## src/rtl/instr_trip_scan_ctrl.sv

```systemverilog
// Trip scan sequencer: fetches each sensor value, compares it with its setpoint and publishes all trip bits at end of scan.
// Optional SENSOR_TIMEOUT_EN adds a per-channel ack timeout that forces a fail-safe trip and reports it on sens_fault.
module instr_trip_scan_ctrl #(
   parameter int NChannels = 3,
   parameter int W         = 32,
   parameter int LOW_CH    = 2,
   parameter int TIMEOUT   = 16
) (
   input  logic                   clk,
   input  logic                   rst_n,
   input  logic                   start,
   output logic                   busy,
   output logic                   done,
   output logic                   sens_req,
   output logic [1:0]             sens_ch,
   input  logic                   sens_ack,
   input  logic [W-1:0]           sens_val,
   input  logic [2*NChannels-1:0] mode,
   input  logic                   sp_wr_valid,
   input  logic [1:0]             sp_wr_ch,
   input  logic [W-1:0]           sp_wr_data,
   output logic                   sp_wr_ready,
   output logic [NChannels-1:0]   trip
`ifdef SENSOR_TIMEOUT_EN
   ,
   output logic [NChannels-1:0]   sens_fault
`endif
);

   typedef enum logic [1:0] {IDLE, REQ, CMP, DONE} state_t;

   state_t                 state_reg;
   logic [1:0]             ch_reg;
   logic [W-1:0]           v_reg;
   logic [W-1:0]           sp_cur_reg;
   logic [W-1:0]           sp_reg [NChannels];
   logic [NChannels-1:0]   trip_next_reg;
   logic [NChannels-1:0]   trip_reg;
   logic                   done_reg;
   logic                   busy_reg;
   logic                   sens_req_reg;
   logic                   sp_wr_ready_reg;

   logic [NChannels-1:0]   ch_hit;
   logic [W-1:0]           sp_sel;
   logic [1:0]             mode_sel;
   logic                   sensor_tripped;
   logic                   cmp_bit;
   logic                   last_ch;

   genvar gi;
   generate
      for (gi = 0; gi < NChannels; gi++) begin : g_ch_hit
         assign ch_hit[gi] = (ch_reg == 2'(gi));
      end
      // Only up to four channels fit the 2-bit channel select.
      if (NChannels > 4 || NChannels < 1 || TIMEOUT < 1) begin : g_unsupported_cfg
      end
   endgenerate

   always_comb begin
      sp_sel   = '0;
      mode_sel = 2'd0;
      for (int i = 0; i < NChannels; i++) begin
         if (ch_hit[i]) begin
            sp_sel   = sp_reg[i];
            mode_sel = mode[2*i +: 2];
         end
      end
   end

   assign sensor_tripped = (ch_reg == 2'(LOW_CH)) ? ($signed(v_reg) < $signed(sp_cur_reg))
                                                  : (sp_cur_reg < v_reg);
   assign cmp_bit = (mode_sel == 2'd2) | ((mode_sel == 2'd1) & sensor_tripped);
   assign last_ch = (ch_reg == 2'(NChannels - 1));

   // Setpoints only change while idle, so the scan always sees a stable set.
   always_ff @(posedge clk) begin
      if (!rst_n) begin
         for (int i = 0; i < NChannels; i++) sp_reg[i] <= '0;
      end else if (sp_wr_valid && sp_wr_ready_reg) begin
         for (int i = 0; i < NChannels; i++) begin
            if (sp_wr_ch == 2'(i)) sp_reg[i] <= sp_wr_data;
         end
      end
   end

`ifdef SENSOR_TIMEOUT_EN
   localparam int CNT_W = $clog2(TIMEOUT + 1);
   logic [CNT_W-1:0]     wait_cnt_reg;
   logic [NChannels-1:0] fault_next_reg;
   logic [NChannels-1:0] fault_reg;
   assign sens_fault = fault_reg;
`endif

   always_ff @(posedge clk) begin
      if (!rst_n) begin
         state_reg       <= IDLE;
         ch_reg          <= 2'd0;
         v_reg           <= '0;
         sp_cur_reg      <= '0;
         trip_next_reg   <= '0;
         trip_reg        <= '0;
         done_reg        <= 1'b0;
         busy_reg        <= 1'b0;
         sens_req_reg    <= 1'b0;
         sp_wr_ready_reg <= 1'b1;
`ifdef SENSOR_TIMEOUT_EN
         wait_cnt_reg    <= '0;
         fault_next_reg  <= '0;
         fault_reg       <= '0;
`endif
      end else begin
         done_reg <= 1'b0;
         case (state_reg)
            IDLE: begin
               if (start) begin
                  state_reg       <= REQ;
                  ch_reg          <= 2'd0;
                  trip_next_reg   <= '0;
                  busy_reg        <= 1'b1;
                  sens_req_reg    <= 1'b1;
                  sp_wr_ready_reg <= 1'b0;
`ifdef SENSOR_TIMEOUT_EN
                  wait_cnt_reg    <= '0;
                  fault_next_reg  <= '0;
`endif
               end
            end
            REQ: begin
               if (sens_ack) begin
                  v_reg        <= sens_val;
                  sp_cur_reg   <= sp_sel;
                  sens_req_reg <= 1'b0;
                  state_reg    <= CMP;
               end
`ifdef SENSOR_TIMEOUT_EN
               else if (wait_cnt_reg == CNT_W'(TIMEOUT - 1)) begin
                  // Silent sensor: trip fail-safe and move on without a compare.
                  trip_next_reg  <= trip_next_reg | ch_hit;
                  fault_next_reg <= fault_next_reg | ch_hit;
                  wait_cnt_reg   <= '0;
                  if (last_ch) begin
                     sens_req_reg <= 1'b0;
                     state_reg    <= DONE;
                  end else begin
                     ch_reg <= ch_reg + 2'd1;
                  end
               end else begin
                  wait_cnt_reg <= wait_cnt_reg + 1'b1;
               end
`endif
            end
            CMP: begin
               trip_next_reg <= (trip_next_reg & ~ch_hit) | (ch_hit & {NChannels{cmp_bit}});
               if (last_ch) begin
                  state_reg <= DONE;
               end else begin
                  ch_reg       <= ch_reg + 2'd1;
                  sens_req_reg <= 1'b1;
                  state_reg    <= REQ;
`ifdef SENSOR_TIMEOUT_EN
                  wait_cnt_reg <= '0;
`endif
               end
            end
            DONE: begin
               trip_reg        <= trip_next_reg;
               done_reg        <= 1'b1;
               busy_reg        <= 1'b0;
               sp_wr_ready_reg <= 1'b1;
               ch_reg          <= 2'd0;
               state_reg       <= IDLE;
`ifdef SENSOR_TIMEOUT_EN
               fault_reg       <= fault_next_reg;
`endif
            end
         endcase
      end
   end

   assign busy        = busy_reg;
   assign done        = done_reg;
   assign sens_req    = sens_req_reg;
   assign sens_ch     = ch_reg;
   assign sp_wr_ready = sp_wr_ready_reg;
   assign trip        = trip_reg;

endmodule

```

## config.mk

```make
export PLATFORM = sky130hd
export DESIGN_NAME = instr_trip_scan_ctrl
export DESIGN_NICKNAME = d
export VERILOG_FILES = /design/src/rtl/instr_trip_scan_ctrl.sv
export SDC_FILE = /design/constraint.sdc
export NUM_CORES = 1
export LEC_CHECK = 0
export ABC_AREA = 1
export CORE_AREA = 2 2 135 124
export CTS_BUF_LIST = sky130_fd_sc_hd__clkbuf_2 sky130_fd_sc_hd__clkbuf_4 sky130_fd_sc_hd__clkbuf_8
export DETAILED_ROUTE_END_ITERATION = 16
export DIE_AREA = 0 0 137 126
export PLACE_DENSITY = 0.77
export SLEW_MARGIN = 20
export SYNTH_ARGS = -nofsm -noshare
export SYNTH_HDL_FRONTEND = slang
export SYNTH_SLANG_ARGS = --single-unit
```

## constraint.sdc

```tcl
create_clock -name clk -period 3.4 [get_ports clk]
set_input_delay 0.68 -clock clk [delete_from_list [all_inputs] [get_ports clk]]
set_output_delay 0.68 -clock clk [all_outputs]
set_load 0.01 [all_outputs]
```

# Yosys cells after proc, flatten, opt, wreduce, memory -nomap -nowiden
# Memories as Yosys holds them, arrays and structs flattened.
# Cells that the tools add are included.
[word_totals]
reg_bits = 78
mem_bits_rw = 96
input_bits = 77
output_inout_bits = 9
elab_cells = 89
n_memories = 1
[classes]
addsub = 1
n_lt_le_gt_ge = 2
eq_ne = 12
mux = 40
n_bitwise = 9
n_reduce_logical = 14
[mem_list]
columns = ["memory", "words", "word_bits", "read_ports", "rd_clocked_by_memory_dff", "write_ports", "line_no", "source"]
rows = [
  ["sp_reg", 3, 32, 3, 0, 3, "36", "logic [W-1:0] sp_reg [NChannels];"],
]
[ops]
columns = ["cell", "count"]
rows = [
  ["32-bit 2-to-1 mux", 6],
  ["32-bit < comparator", 2],
  ["1-bit 2-to-1 mux", 19],
  ["2-bit 2-to-1 mux", 8],
  ["2-bit equality test, second input constant", 5],
  ["2-bit by 1-bit equality test with 1-bit output, second input constant", 4],
  ["2-bit case mux with 4 select lines", 1],
  ["2-bit AND reduction", 4],
  ["3-bit AND", 2],
  ["2-bit zero test", 3],
  ["2-bit inequality test, second input constant", 3],
  ["2-bit case mux with 3 select lines", 1],
  ["3-bit case mux with 2 select lines", 1],
  ["3-bit nonzero test", 2],
  ["1-bit bitwise OR", 4],
  ["1-bit case mux with 2 select lines", 2],
  ["4-bit AND reduction", 1],
  ["2-bit nonzero test", 2],
  ["3-bit 2-to-1 mux", 1],
  ["3-bit NOT", 1],
  ["3-bit bitwise OR", 1],
  ["1-bit case mux with 3 select lines", 1],
  ["3-bit AND reduction", 1],
  ["2-bit by 1-bit adder with 2-bit output, second input constant", 1],
  ["2 further kinds", 2],
]

# Depth between registers and ports, before layout
# Gate-level depths: netlist (run 1).
[logic_depth]
ltp_word = 10
ltp_mapped = 18
mapped_depth_nobuf = 18

# Worst setup path before layout (run 1)
# Ideal clock, no wire load.
[synth_path]
path_kind = "in2reg"
start = "in sp_wr_valid"
end = "mem sp_reg[2][0], in the netlist sp_reg[0][64] (enable)"
arrival_time_ns = 3.138
slack_ns = -0.204
cell_stages = 4
n_path_buf = 0
cell_sequence = "nand2_1 -> inv_1 -> nand2_1 -> o21ai_0"
[synth_lines]
columns = ["item", "line_no", "source"]
rows = [
  ["start, declared", "19", "input logic sp_wr_valid,"],
  ["end, declared", "36", ""],
]

# Final worst setup path (run 1)
[layout_path]
start = "in sens_ack"
end = "reg sp_cur_reg[12]"
[layout_via]
elab_chain_len = 1
[layout_lines]
columns = ["item", "line_no", "source"]
rows = [
  ["start, declared", "16", "input logic sens_ack,"],
  ["2-bit AND reduction (no source line)", "n/a", ""],
  ["end signal, assigned", "133", "sp_cur_reg <= sp_sel;"],
  ["end, declared", "35", "logic [W-1:0] sp_cur_reg;"],
]
# Every way passes these cells.
# A chain may end at the register's enable or synchronous reset.

==> run metrics, run 1 <==
status finished, final reports clean; pin count of the biggest net entering global routing 79; skew final 14.3 ps; commonest non-fill, non-tap cell in the layout nand2_1; Synth Instances 877; share of layout cells above drive strength 1 0.0727; Avg WL per Cell 14.9 um; synthesized area 8200 um^2; Slew headroom 0.498; register area share after synthesis 0.542; CTS tree done; final hold violation count 0; minimum clock period roughly 2400 ps; dominant cells by area after synthesis edfxtp_1 (35%), dfxtp_1 (19%), ha_1 (9.9%), nand2_1 (7.7%), a21oi_1 (6.1%); maximum VDD drop 296 uV; syn_nets approximately 1000; power after layout ~4900 uW; Placement Cell Area 9230 um^2; H-tree levels 4; R2R setup slack 1120 ps; commonest non-fill, non-tap cells in the layout nand2_1 (169), inv_1 (116), a21oi_1 (100); TritonCTS Buffers 17; gpl congestion between 0.8 and 0.9; Non-Filler Instances 1170; Die Height 126 um; class of the worst hold path reg2reg; met1 Use GR 0.276; Final period util 0.713; post-synth top area share 0.351; Hold Crit Depth 2; I/O Buffers 85; Ys Warns 0; placed insts 1138; post-cts sizing count 0; Fmax achieved between 0.4 and 0.5 GHz; Clock Pin Slew Worst Setup and Hold Paths about 90 ps; Top Usage Layer GRT met2; Crit Path Class in2reg; drt initial violations 486; root buffer selected by CTS clkbuf_8; Rows 44; RSZ-0062 raised after global routing false; first-pass GRT wire length around 28 mm; Antenna Cells 0; P per Cell Area approximately 500 nW/um^2; initial antenna violation count 0; r2r startpoint state_reg[1]; Filler Cell Count approximately 1300; Pre-Repair DR Iteration Count 5; Worst Path Arrival roughly 2800 ps; Post-CTS Setup Bufs 0; Total Wirelength 17.5 mm; Synth Register Bits 174; Tot GR Track Use 0.210; Setup TNS Final 0 ps; worst hold endpoint trip[0]; endpoints failing setup 0; area leader, netlist edfxtp_1; aggregate global routing overflow 0; Initial Utilization 0.517; critical path data required time 3750 ps; synthesis-to-layout area growth 17.3%; async set-or-reset flop fraction in the synthesized netlist 0; Worst Hold Launch trip[0]; vias in the first global route between 5000 and 6000; max cap viols 0; clk buf depth 2; Via-to-Cell Ratio 5.23; drt drc 0; NumNets Final 1092; post-layout instance area 9620 um^2; die footprint between 15000 and 20000 um^2; Leakage 0.00393 uW; Post-DP HPWL 11.2 mm; met3 Track Usage GR 0.0431; CTS sink cnt roughly 170; antenna-violating nets left 0; EDFF count, synth 96; Avg Cell Area, Syn 9.35 um^2; Slew @ Worst Pin ~750 ps; reg2reg end sp_cur_reg[12]; Core Box Area 15900 um^2; Ports 86; worst skew pair latency 470 ps; Largest register FFs 96; M2 GR Usage 0.344; worst-path maximum fanout 78; Die Width 137 um; WHS 457 ps; ys flop type edfxtp_1; DR vias roughly 6100; hold_buf cts 0; Worst R2R Path Depth 8; Worst setup EP type flip-flop; Slew Limit Fails 0; Yosys cell types 32; Critical Path Start Type input pin
per-stage QoR:
step	setup WS [ps]	util
after global placement	577	0.582
after global routing	711	0.607
after detailed placement	507	0.582
final	974	0.607
after CTS	991	0.607
after floorplan	-204	-
how the worst max path moves through the flow:
stage / start / endpoint / cells after the start
6_report: sens_ack / sp_cur_reg[12] / 8
5_1_grt: sens_ack / sp_cur_reg[12] / 8
4_1_cts: sens_ack / sp_cur_reg[12] / 8
3_5_place_dp: sens_ack / sp_cur_reg[12] / 8
3_3_place_gp: rst_n / sp_cur_reg[1] / 4
2_1_floorplan: sp_wr_valid / sp_reg[0][64] / 4
worst max-delay path: stages:
cell	delay [ps]
clkdlybuf4s50_1	400
inv_1	70
nor2_1	50
clkinv_2	30
buf_4	580
buf_4	550
a21oi_1	90
a221oi_1	290
report_power, final:
part | internal (uW) | switching [uW] | leakage (uW) | total [uW]
Clock | 661 | 779 | 0.000185 | 1440
Combinational | 363 | 602 | 0.00211 | 966
Sequential | 2380 | 66.8 | 0.00164 | 2450
cells in the mapped netlist (3+ instances only):
| cell | instances |
|---|---|
| inv_1 | 116 |
| nand3_1 | 12 |
| a21oi_2 | 4 |
| a221oi_1 | 32 |
| inv_2 | 6 |
| clkbuf_1 | 24 |
| nor3_1 | 3 |
| a21oi_1 | 100 |
| dfxtp_1 | 78 |
| nor2_1 | 55 |
| buf_2 | 16 |
| ha_1 | 65 |
| clkinv_1 | 3 |
| o21ai_0 | 66 |
| edfxtp_1 | 96 |
| o21ai_1 | 11 |
| nand2_1 | 169 |
| nand2_2 | 3 |
metal layers:
layer,vias up,part of all wire
li1,3075,-
met1,2868,0.45
met2,154,0.48
met3,26,0.052
met4,0,0.014
met5,-,0
layout make-up:
class / count / area [um^2] / area share
Inverter: 125 / 470 / 0.0489
Clock inverter: 15 / 161 / 0.0168
Clock buffer: 17 / 234 / 0.0243
Tap cell: 207 / 259 / 0.0269
Sequential cell: 174 / 4440 / 0.462
Multi-Input combinational cell: 534 / 3110 / 0.323
Timing Repair Buffer: 98 / 948 / 0.0986
kinds of logic (layout without fill, tap and decap cells):
group                      after synthesis  count (layout)  share of synthesized area
and+or+nand+nor                        251             251                      0.125
DFF                                    174             174                      0.542
AOI/OAI and AO/OA                      218             218                      0.152
buffers and inverters                  169             255                     0.0814
adders and majority gates               65              65                     0.0991
Note: power is estimated with default switching activity, not from simulation.
==> run 2: changes to the inputs <==
- clock period: 3.4 -> 2.21 ns (I/O delays scaled with it)
==> run 2 against run 1 <==
Worst hold slack better by 18 ps; highest routed layer unchanged; wire length up 6.2%; first-iteration DRC count up 17%; global-route usage up 1.6 points; via count up 1.3%; combinational power up 63%; worst setup slack worse by 790 ps; total power up 59%; critical path depth up 6; die area unchanged; clock-buffer cell count unchanged.
==> run metrics, run 2 (synthesis gave the netlist of run 1 again) <==
Worst Path Arrival 2400 ps (-380 ps); P per Cell Area 791 nW/um^2 (+57%); post-layout instance area 9780 um^2 (+1.6%); Place WS 156 ps (-351 ps); DR vias 6201 (+1.3%); Via-to-Cell Ratio 5.30 (+1.2%); Critical Path Start Type flip-flop; Placement Cell Area 9320 um^2 (+1.0%); final core occ 0.617 (+0.00978); endpoints failing setup 0 (unchanged); Final period util 0.917; NumNets Final 1093 (+0.092%); synthesis-to-layout area growth 19.2%; Total Wirelength 18.6 mm (+6.2%); critical path data required time 2580 ps (-1170 ps); commonest non-fill, non-tap cells in the layout nand2_1 (167), inv_1 (116), a21oi_1 (99); worst-path maximum fanout 3 (-96%); H-tree levels 4 (unchanged); Antenna Cells 0 (unchanged); aggregate global routing overflow 0 (unchanged); antenna-violating nets left 0 (unchanged); Slew @ Worst Pin 588 ps (-165 ps); Largest register FFs 96 (unchanged); Rows 44 (unchanged); TritonCTS Buffers 17 (unchanged); final hold violation count 0 (unchanged); first-pass GRT wire length 30.1 mm (+6.2%); drt drc 0 (unchanged); CTS tree done; minimum clock period between 2000 and 2500 ps; CTS sink cnt 174 (unchanged); status finished, final reports clean; Core Box Area 15900 um^2 (unchanged); initial antenna violation count 0 (unchanged); drt initial violations 567 (+17%); class of the worst hold path reg2reg; die footprint 17300 um^2 (unchanged); maximum VDD drop 431 uV (+46%); Avg WL per Cell 15.8 um (+6.1%); Tot GR Track Use 0.226 (+0.0160); Worst setup EP type flip-flop; Post-DP HPWL 11.8 mm (+5.0%); root buffer selected by CTS clkbuf_8; vias in the first global route 6215 (+5.7%); pin count of the biggest net entering global routing 69 (-13%); PnR worst setup slack 182 ps (-792 ps); I/O Buffers 85 (unchanged); max cap viols 0 (unchanged); Die Height 126 um (unchanged); share of layout cells above drive strength 1 0.0747 (+0.00200); Die Width 137 um (unchanged); Pre-Repair DR Iteration Count 7 (+2); clk buf depth 2 (unchanged); gpl congestion 0.817 (+0.67%); Crit Path Class reg2reg; Initial Utilization 0.517 (unchanged); hold_buf cts 0 (unchanged); Clock Pin Slew Worst Setup and Hold Paths 90 ps (about the same); commonest non-fill, non-tap cell in the layout nand2_1; Leakage 0.00399 uW (+1.6%); Fmax achieved 0.493 GHz; skew final 9.47 ps (-4.85 ps); Slew Limit Fails 0 (unchanged); WHS 474 ps (+17.6 ps); RSZ-0062 raised after global routing false; Ports 86 (unchanged); Slew headroom 0.608 (+0.110); worst skew pair latency 480 ps (about the same)
## run 2: per-stage QoR
stage,std cells,power (uW),TNS [ps]
final,1171,7730,0
after global routing,1171,8090,0
after CTS,1171,7730,0
after detailed placement,1139,5370,0
after global placement,1139,5330,0
after floorplan,877,4840,-27810
## run 2: critical path, cell delays in order (launching register included)
cell and delay, ps:
dfxtp_1 360, inv_1 60, ha_1 340, a21oi_1 190, o21ai_1 90, nand2_1 70
nand3_1 130, a21oi_2 170, nand2_1 70, nand2_1 60, nand3_2 70, nand2_2 100
nand3_1 70, nand2_1 100, a21oi_2 50
## run 2: routing by layer
layer	GRT usage	wire length [um]
met4	0.0885	392
met3	0.0523	866
met2	0.384	9280
met1	0.277	8020
met5	0	0
## run 2: path summary, 6_finish.rpt
path         slack (ps)  cells past startpoint          endpoint       from
max reg2reg         180                     14  trip_next_reg[0]  v_reg[19]
min reg2reg         470                      2              busy       busy
max                 180                     14  trip_next_reg[0]  v_reg[19]
min                 470                      2              busy       busy
## run 2: cell type report
type	count	area, um^2
inverter	125	470
sequential	174	4440
tap	207	259
timing repair buffer	99	1050
multi-input combinational	534	3130
clock buffer	17	234
clock inverter	15	191
fill	1308	6080
## run 2: timing repair
action	in CTS	in global routing
buffers inserted	0	0
gates resized for setup	0	6
endpoints found under the setup margin	0	4
## run 2: power by group
group	internal, uW	switching (uW)	total, uW
sequential	3660	107	3770
combinational	601	974	1570
clock	1230	1160	2380
==> run 3: changes to the inputs <==
- MAX_ROUTING_LAYER: not set -> met4
==> run 3 against run 2 <==
Wire length decreased by 0.79%; worst setup slack improved by 17 ps; design area unchanged; via count decreased by 0.42%; critical path depth unchanged; total power about the same; first-iteration DRC count decreased by 2.8%; largest power group unchanged; global-route usage increased by 0.69 points; sequential share of layout area unchanged; clock-buffer cell count unchanged.
==> run metrics, run 3 (synthesis gave the netlist of run 1 again) <==
status finished, final reports clean; minimum clock period 2010 ps (-17.3 ps); NumNets Final 1093 (unchanged); Buf/Inv on CP 1 (unchanged); TritonCTS Buffers 17 (unchanged); class of the worst hold path reg2reg; Leakage 0.00399 uW (unchanged); Initial Utilization 0.517 (unchanged); max cap viols 0 (unchanged); Pre-Repair DR Iteration Count 6 (-1); crit path launch v_reg[19]; antenna-violating nets left 0 (unchanged); Placement Cell Area 9320 um^2 (unchanged); DR vias 6175 (-0.42%); gpl congestion 0.829 (+1.5%); R2R setup slack 200 ps (+20 ps); worst skew pair latency 480 ps (about the same); Via-to-Cell Ratio 5.27 (-0.42%); maximum VDD drop 436 uV (+1.1%); P per Cell Area 790 nW/um^2 (about the same); Largest delay share family, worst path simple AND/OR/NAND/NOR gates; final core occ 0.617 (unchanged); Fmax achieved 0.497 GHz (+0.86%); die footprint 17300 um^2 (unchanged); Post-CTS Setup Bufs 0 (unchanged); vias in the first global route 6206 (-0.14%); final hold violation count 0 (unchanged); Worst Hold Launch busy; reg2reg end trip_next_reg[0]; Largest register FFs 96 (unchanged); endpoints failing setup 0 (unchanged); met3 Track Usage GR 0.0439 (-0.00845); pin count of the biggest net entering global routing 69 (unchanged); r2r startpoint v_reg[19]; FF+latch area 4440 um^2 (unchanged); commonest non-fill, non-tap cell in the layout nand2_1; share of layout cells above drive strength 1 0.0747 (unchanged); Total Wirelength 18.4 mm (-0.79%); Worst Path Arrival 2380 ps (-20 ps); Post-DP HPWL 11.8 mm (unchanged); Final period util 0.910 (-0.00782); Setup TNS Final 0 ps (unchanged); Rows 44 (unchanged); Avg WL per Cell 15.7 um (-0.79%); Slew @ Worst Pin 584 ps (-3.25 ps); critical path cell sequence inv_1, ha_1, a21oi_1, o21ai_1, nand2_1, nand3_1, a21oi_2, nand2_1, nand2_1, nand3_2, nand2_2, nand3_1, nand2_1, a21oi_2; max incr delay on CP 360 ps (about the same); Critical Path Start Type flip-flop; aggregate global routing overflow 0 (unchanged); I/O Buffers 85 (unchanged); CTS sink cnt 174 (unchanged); Filler Cell Count 1308 (unchanged); Slew headroom 0.610 (+0.00216); CP max-delay cell dfxtp_1; Worst R2R Path Depth 14 (unchanged); skew final 7.28 ps (-2.19 ps); Worst setup EP type flip-flop; multi-input gate area in the final layout 3130 um^2 (unchanged); drt initial violations 551 (-2.8%); RSZ-0062 raised after global routing false; Die Width 137 um (unchanged); post-layout instance area 9780 um^2 (unchanged); H-tree levels 4 (unchanged); Core Box Area 15900 um^2 (unchanged); worst-path maximum fanout 3 (unchanged); Top Usage Layer GRT met2; M2 GR Usage 0.383 (-0.00117); first-pass GRT wire length 30.1 mm (+0.11%); Slew Limit Fails 0 (unchanged); Ports 86 (unchanged); critical path data required time 2580 ps (about the same); Antenna Cells 0 (unchanged); worst hold endpoint busy; root buffer selected by CTS clkbuf_8; drt drc 0 (unchanged); CTS tree done; met1 Use GR 0.279 (+0.00211); clk buf depth 2 (unchanged); Crit Path Class reg2reg; Hold Crit Depth 2 (unchanged); commonest non-fill, non-tap cells in the layout nand2_1 (167), inv_1 (116), a21oi_1 (99); Die Height 126 um (unchanged); initial antenna violation count 0 (unchanged); Clock Pin Slew Worst Setup and Hold Paths 90 ps (about the same); synthesis-to-layout area growth 19.2% (unchanged); Tot GR Track Use 0.233 (+0.00690); most frequent CP cell nand2_1
## run 3: cell counts in the layout (fill, tap and decap cells not counted)
No cell type changed its count.
## run 3: power breakdown
part           leakage, uW  total (uW)  internal [uW]  switching [uW]
clock             0.000206        2380           1230            1160
sequential         0.00164        3770           3660             106
combinational      0.00215        1570            601             969
total              0.00399        7720           5490            2230
## run 3: cell type report
class                           instances  share of cell area
Timing Repair Buffer                   99               0.107
Multi-Input combinational cell        534               0.320
Clock inverter                         15              0.0196
Tap cell                              207              0.0265
Clock buffer                           17              0.0239
Inverter                              125              0.0481
Sequential cell                       174               0.455
## run 3: metrics by stage
| stage | instances | hold slack, ps | setup WS (ps) | power (uW) |
|---|---|---|---|---|
| after floorplan | 877 | 443 | -296 | 4840 |
| after global placement | 1139 | 449 | 231 | 5330 |
| after detailed placement | 1139 | 455 | 156 | 5370 |
| after CTS | 1171 | 478 | 179 | 7730 |
| after global routing | 1171 | 498 | 1.17 | 8090 |
| final | 1171 | 475 | 200 | 7720 |
## run 3: per-layer routing
layer  up-vias  routed length, um
li1       3081                  -
met1      2902               7880
met2       157               9180
met3        35                893
met4         0                459
met5         -                  0
## run 3: worst reg2reg max path, delay by kind of cell (launching register included)
kind / cells / cell delay, ps
compound gates: 4 / 500
flops: 1 / 360
simple gates: 8 / 650
buf+inv: 1 / 60
fa+ha+maj: 1 / 340
## run 3: timing repair
item,4_1_cts,5_1_grt
gates resized for setup,0,6
setup endpoints to repair,0,4
hold buffers,0,0
## run 3: worst max path at each step
| stage | to | slack, ps | depth (start not counted) |
|---|---|---|---|
| finish | trip_next_reg[0] | 200 | 14 |
| global route | trip_next_reg[0] | 1 | 16 |
| CTS | sp_cur_reg[21] | 180 | 7 |
| detailed placement | trip[1] | 160 | 5 |
| global placement | sp_reg[0][86] | 230 | 6 |
| floorplan | sp_reg[0][0] | -300 | 4 |
==> variant 1: new RTL, config.mk and constraints of run 2 <==
Set the parameter `W` to 24 (it was 32).
--- a/src/rtl/instr_trip_scan_ctrl.sv
+++ b/src/rtl/instr_trip_scan_ctrl.sv
@@ -2,7 +2,7 @@
 // Optional SENSOR_TIMEOUT_EN adds a per-channel ack timeout that forces a fail-safe trip and reports it on sens_fault.
 module instr_trip_scan_ctrl #(
    parameter int NChannels = 3,
-   parameter int W         = 32,
+   parameter int W         = 24,
    parameter int LOW_CH    = 2,
    parameter int TIMEOUT   = 16
 ) (
Ports: changed (resized sens_val and sp_wr_data); port bits go from 86 to 70. The function was not compared with the original's and may differ.
==> variant 1 against run 2 <==
Final cell count fell by 16%. Worst hold slack improved by 0.0075 ns. Final area fell by 21%. Combinational power fell by 25%. Routed wire length fell by 27%. Critical path depth fell by 1. Worst setup slack improved by 0.070 ns. Sequential power fell by 23%. Sequential cell count fell by 40. Sequential share of layout area fell by 1.3 points. Area after synthesis fell by 22%. Count of clock-buffer cells in the layout did not move. Power fell by 25%. Largest cell class unchanged. Largest power group unchanged.
==> variant 1: results (changes against run 2) <==
{| class="wikitable"
! Metric !! Value
|-
| Avg Vias per Cell || 4.81 (-9.1%)
|-
| Hold Path Origin || v_reg[14]
|-
| Post-synth EDFFs || 72 (-25%)
|-
| Primary flip-flop cell chosen by synthesis mapping || sky130_fd_sc_hd__edfxtp_1
|-
| Flip-flop count of the largest register, all copies and words added || 72 (-25%)
|-
| Vias in the first global route || 4542 (-27%)
|-
| Final routed wire length divided by cell count || 13.8 um (-13%)
|-
| Estimated wirelength of the detail-placed design || 9830 um (-17%)
|-
| Post-Place Setup Slack || 0.283 ns (+0.127 ns)
|-
| Wire length of the first global-routing pass || 22200 um (-26%)
|-
| Clk_skew || 0.00745 ns (-0.00201 ns)
|-
| Maximum number of pins on one net before global-route repair || 55 (-20%)
|-
| Arrival @ worst endpoint || 2.29 ns (-0.11 ns)
|-
| Leading post-synthesis cells by instance count || sky130_fd_sc_hd__nand2_1, sky130_fd_sc_hd__inv_1, sky130_fd_sc_hd__edfxtp_1, sky130_fd_sc_hd__a21oi_1, sky130_fd_sc_hd__dfxtp_1
|-
| First DRT Iteration DRCs || 318 (-44%)
|-
| Syn_nets || 806 (-21%)
|-
| Number of warnings issued by yosys || 0 (unchanged)
|-
| Number of fill cells || 1472 (+13%)
|-
| Last weighted congestion value of the routability-driven placer || 0.857 (+4.9%)
|-
| Max transition margin || 75.2% (+14 points)
|-
| Hold Crit Endpoint || v_reg[14]
|-
| Status || finished clean
|-
| Cell internal pwr || 4060 uW (-26%)
|-
| Maximum cell stage delay along the critical path || 0.34 ns (-0.02 ns)
|-
| Layout cell share with drive strength beyond 1 || 8.33% (+0.86 points)
|-
| Source of the worst register-to-register timing path || v_reg[15]
|-
| Worst r2r path cells || 13 (-1)
|-
| Worst skew pair latency || 0.44 ns (-0.04 ns)
|-
| Number of unique standard cell types used by synthesis || 31 (-3.1%)
|-
| Seq/Total Area, Yosys || 53.4% (-0.73 points)
|-
| Leakage power summed over all cells || 0.00323 uW (-19%)
|-
| Worst hold slack across all endpoints || 0.482 ns (+0.00747 ns)
|-
| Top area cells in the synthesized netlist || sky130_fd_sc_hd__edfxtp_1, sky130_fd_sc_hd__dfxtp_1, sky130_fd_sc_hd__ha_1, sky130_fd_sc_hd__nand2_1, sky130_fd_sc_hd__inv_1
|}
-- variant 1: changes by cell type after synthesis, sizes merged, moves of 4 or more --
cell | before | now
a21o | 0 | 4
a21oi | 105 | 74
a221oi | 32 | 24
buf | 18 | 14
clkbuf | 26 | 18
dfxtp | 78 | 62
edfxtp | 96 | 72
ha | 65 | 49
inv | 122 | 108
nand2 | 172 | 152
nor2 | 58 | 42
o21ai | 77 | 54
-- variant 1: logic make-up after synthesis --
logic type / after synthesis / synth area share, %
AND/OR/NAND/NOR: 210 / 13.2
buffers and inverters: 140 / 8.64
adder cells (fa/ha/maj): 49 / 9.63
flip-flops: 134 / 53.4
AO/OA/AOI/OAI: 163 / 15.1
-- variant 1: per-layer routing --
layer	routed length (um)	up-vias	global-route usage, %
met5	0	-	0
met4	192	0	5.82
met3	798	18	3.82
met2	5990	134	24.5
met1	6640	2155	23.4
li1	-	2443	-
-- variant 1: power groups by stage --
stage	clock network [uW]	registers, uW	logic (uW)
3_5_place_dp	0	2960	1180
6_report	1760	2900	1180
2_1_floorplan	0	2940	789
3_3_place_gp	0	2950	1150
5_1_grt	1870	2920	1330
4_1_cts	1770	2900	1180
-- variant 1: per-stage QoR --
step / std cells / area, sq um / TNS [ns]
global placement: 955 / 7360 / 0
floorplan: 696 / 6370 / -27.52
detailed placement: 955 / 7360 / 0
global route: 987 / 7700 / 0
CTS: 987 / 7700 / 0
finish: 987 / 7700 / 0
-- variant 1: worst min-delay path: cells and delay by family, from the launching register on --
family,cells,cell delay [ns]
buffers and inverters,1,0.07
AOI/OAI and AO/OA,1,0.06
DFF,1,0.32
-- variant 1: final cells by class --
type,count,share of cell area (%)
Clock buffer,17,3.04
Clock inverter,15,1.38
Inverter,108,5.26
Multi-Input combinational cell,422,31.5
Sequential cell,134,44.2
Tap cell,207,3.36
Timing Repair Buffer,84,11.2
-- variant 1: worst max-delay path by stage --
| stage | from | endpoint | slack [ns] | cells past startpoint |
|---|---|---|---|---|
| 3_3_place_gp | v_reg[23] | trip_next_reg[0] | 0.35 | 13 |
| 2_1_floorplan | sp_wr_valid | sp_reg[0][48] | -0.57 | 4 |
| 6_report | v_reg[15] | trip_next_reg[2] | 0.25 | 13 |
| 4_1_cts | v_reg[15] | trip_next_reg[2] | 0.23 | 13 |
| 5_1_grt | v_reg[15] | trip_next_reg[2] | 0.10 | 13 |
| 3_5_place_dp | v_reg[15] | trip_next_reg[2] | 0.28 | 13 |
==> variant 2: new RTL, flow settings as in run 2 <==
Made on the original files. Add an input register stage for `mode`, cleared by the reset; this delays it by one clock. The other inputs are not delayed to match.
--- a/src/rtl/instr_trip_scan_ctrl.sv
+++ b/src/rtl/instr_trip_scan_ctrl.sv
@@ -29,6 +29,16 @@
 
    typedef enum logic [1:0] {IDLE, REQ, CMP, DONE} state_t;
 
+   logic [2*NChannels-1:0] mode_q;
+
+   always_ff @(posedge clk) begin
+      if (!rst_n) begin
+         mode_q <= '0;
+      end else begin
+         mode_q <= mode;
+      end
+   end
+
    state_t                 state_reg;
    logic [1:0]             ch_reg;
    logic [W-1:0]           v_reg;
@@ -64,7 +74,7 @@
       for (int i = 0; i < NChannels; i++) begin
          if (ch_hit[i]) begin
             sp_sel   = sp_reg[i];
-            mode_sel = mode[2*i +: 2];
+            mode_sel = mode_q[2*i +: 2];
          end
       end
    end
Formal check against the unedited RTL: not equivalent (a bounded check fails within 10 cycles, from zero or initial values and one cycle with rst_n low).
==> variant 2 against run 2 <==
Sequential power grew 3%. Area after synthesis increased by 2.2%. Critical path depth unchanged. Final area is 2.6% higher. Routed wire length fell by 5.5%. Non-clock buffer count up 6. Worst setup slack gained 0.010 ns. Sequential cell count is 6 higher. Via count decreased by 0.87%. Fmax up 0.52%. Power down 1.7%. Critical path type unchanged. Largest cell class unchanged.
==> variant 2: results (changes against run 2) <==
{| class="wikitable"
! Metric !! Value
|-
| Storage cell area || 0.00457 sq mm (+2.8%)
|-
| Routing usage on met1 || 29.6% (+1.9 points)
|-
| Estimated wirelength of the detail-placed design || 11400 um (-3.3%)
|-
| Top area cells in the synthesized netlist || sky130_fd_sc_hd__edfxtp_1, sky130_fd_sc_hd__dfxtp_1, sky130_fd_sc_hd__ha_1, sky130_fd_sc_hd__nand2_1, sky130_fd_sc_hd__a21oi_1
|-
| Relative area of clock buffers and inverters in the final design || 3.76% (-0.59 points)
|-
| Invs w/o clock || 131 (+4.8%)
|-
| Arrival @ worst endpoint || 2.37 ns (-0.03 ns)
|-
| Non-clk buf share || 11.3% (+0.63 points)
|-
| Wire length of the first global-routing pass || 29000 um (-3.6%)
|-
| Final Critical Period || 2.02 ns (-0.0105 ns)
|-
| Worst hold slack across all endpoints || 0.467 ns (-0.00714 ns)
|-
| Maximum number of pins on one net before global-route repair || 65 (-5.8%)
|-
| Placed insts || 1162 (+2.0%)
|-
| GRT Total Usage || 21.8% (-0.81 points)
|-
| Seq/Total Area, Yosys || 54.5% (+0.28 points)
|-
| Detailed-routing wirelength on met1 || 7980 um (-0.49%)
|-
| Gate Count Post-Synth || 895 (+2.1%)
|-
| Syn_nets || 1037 (+1.8%)
|-
| Met2 GRT Util || 34.1% (-4.3 points)
|-
| Overall routed net length || 17500 um (-5.5%)
|-
| Measured slew at the worst slew-check pin || 0.468 ns (-0.120 ns)
|-
| Post-layout instance area || 0.0100 sq mm (+2.6%)
|-
| Number of clock buffers in the layout || 19 (+2)
|-
| Number of iterations in the first detailed-routing pass || 5 (-2)
|-
| Status || finished clean
|-
| Average instance area after synthesis || 9.37 sq um (+0.11%)
|-
| Post-Place Setup Slack || 0.146 ns (-0.0109 ns)
|-
| Number of buffers other than clock buffers in the final layout || 105 (+6.1%)
|}
-- variant 2: changes by cell type after synthesis, moves of 2 or more --
cell | run 2 | this run
sky130_fd_sc_hd__nand2_2 | 3 | 5
sky130_fd_sc_hd__nand2_1 | 169 | 173
sky130_fd_sc_hd__nor2_1 | 55 | 53
sky130_fd_sc_hd__inv_1 | 116 | 123
sky130_fd_sc_hd__dfxtp_1 | 78 | 84
-- variant 2: power by group through the flow --
stage | registers (uW) | logic, uW | clock network, uW
floorplan | 3940 | 1010 | 0
global placement | 3950 | 1520 | 0
detailed placement | 3950 | 1540 | 0
CTS | 3880 | 1550 | 2190
global route | 3910 | 1780 | 2330
finish | 3880 | 1580 | 2140
-- variant 2: cell families after synthesis --
| family | count (synthesis) | synth area share, % |
|---|---|---|
| AOI/OAI and AO/OA | 220 | 15.1 |
| adders and majority gates | 65 | 9.70 |
| buffers and inverters | 176 | 8.31 |
| DFF | 180 | 54.5 |
| and+or+nand+nor | 254 | 12.4 |
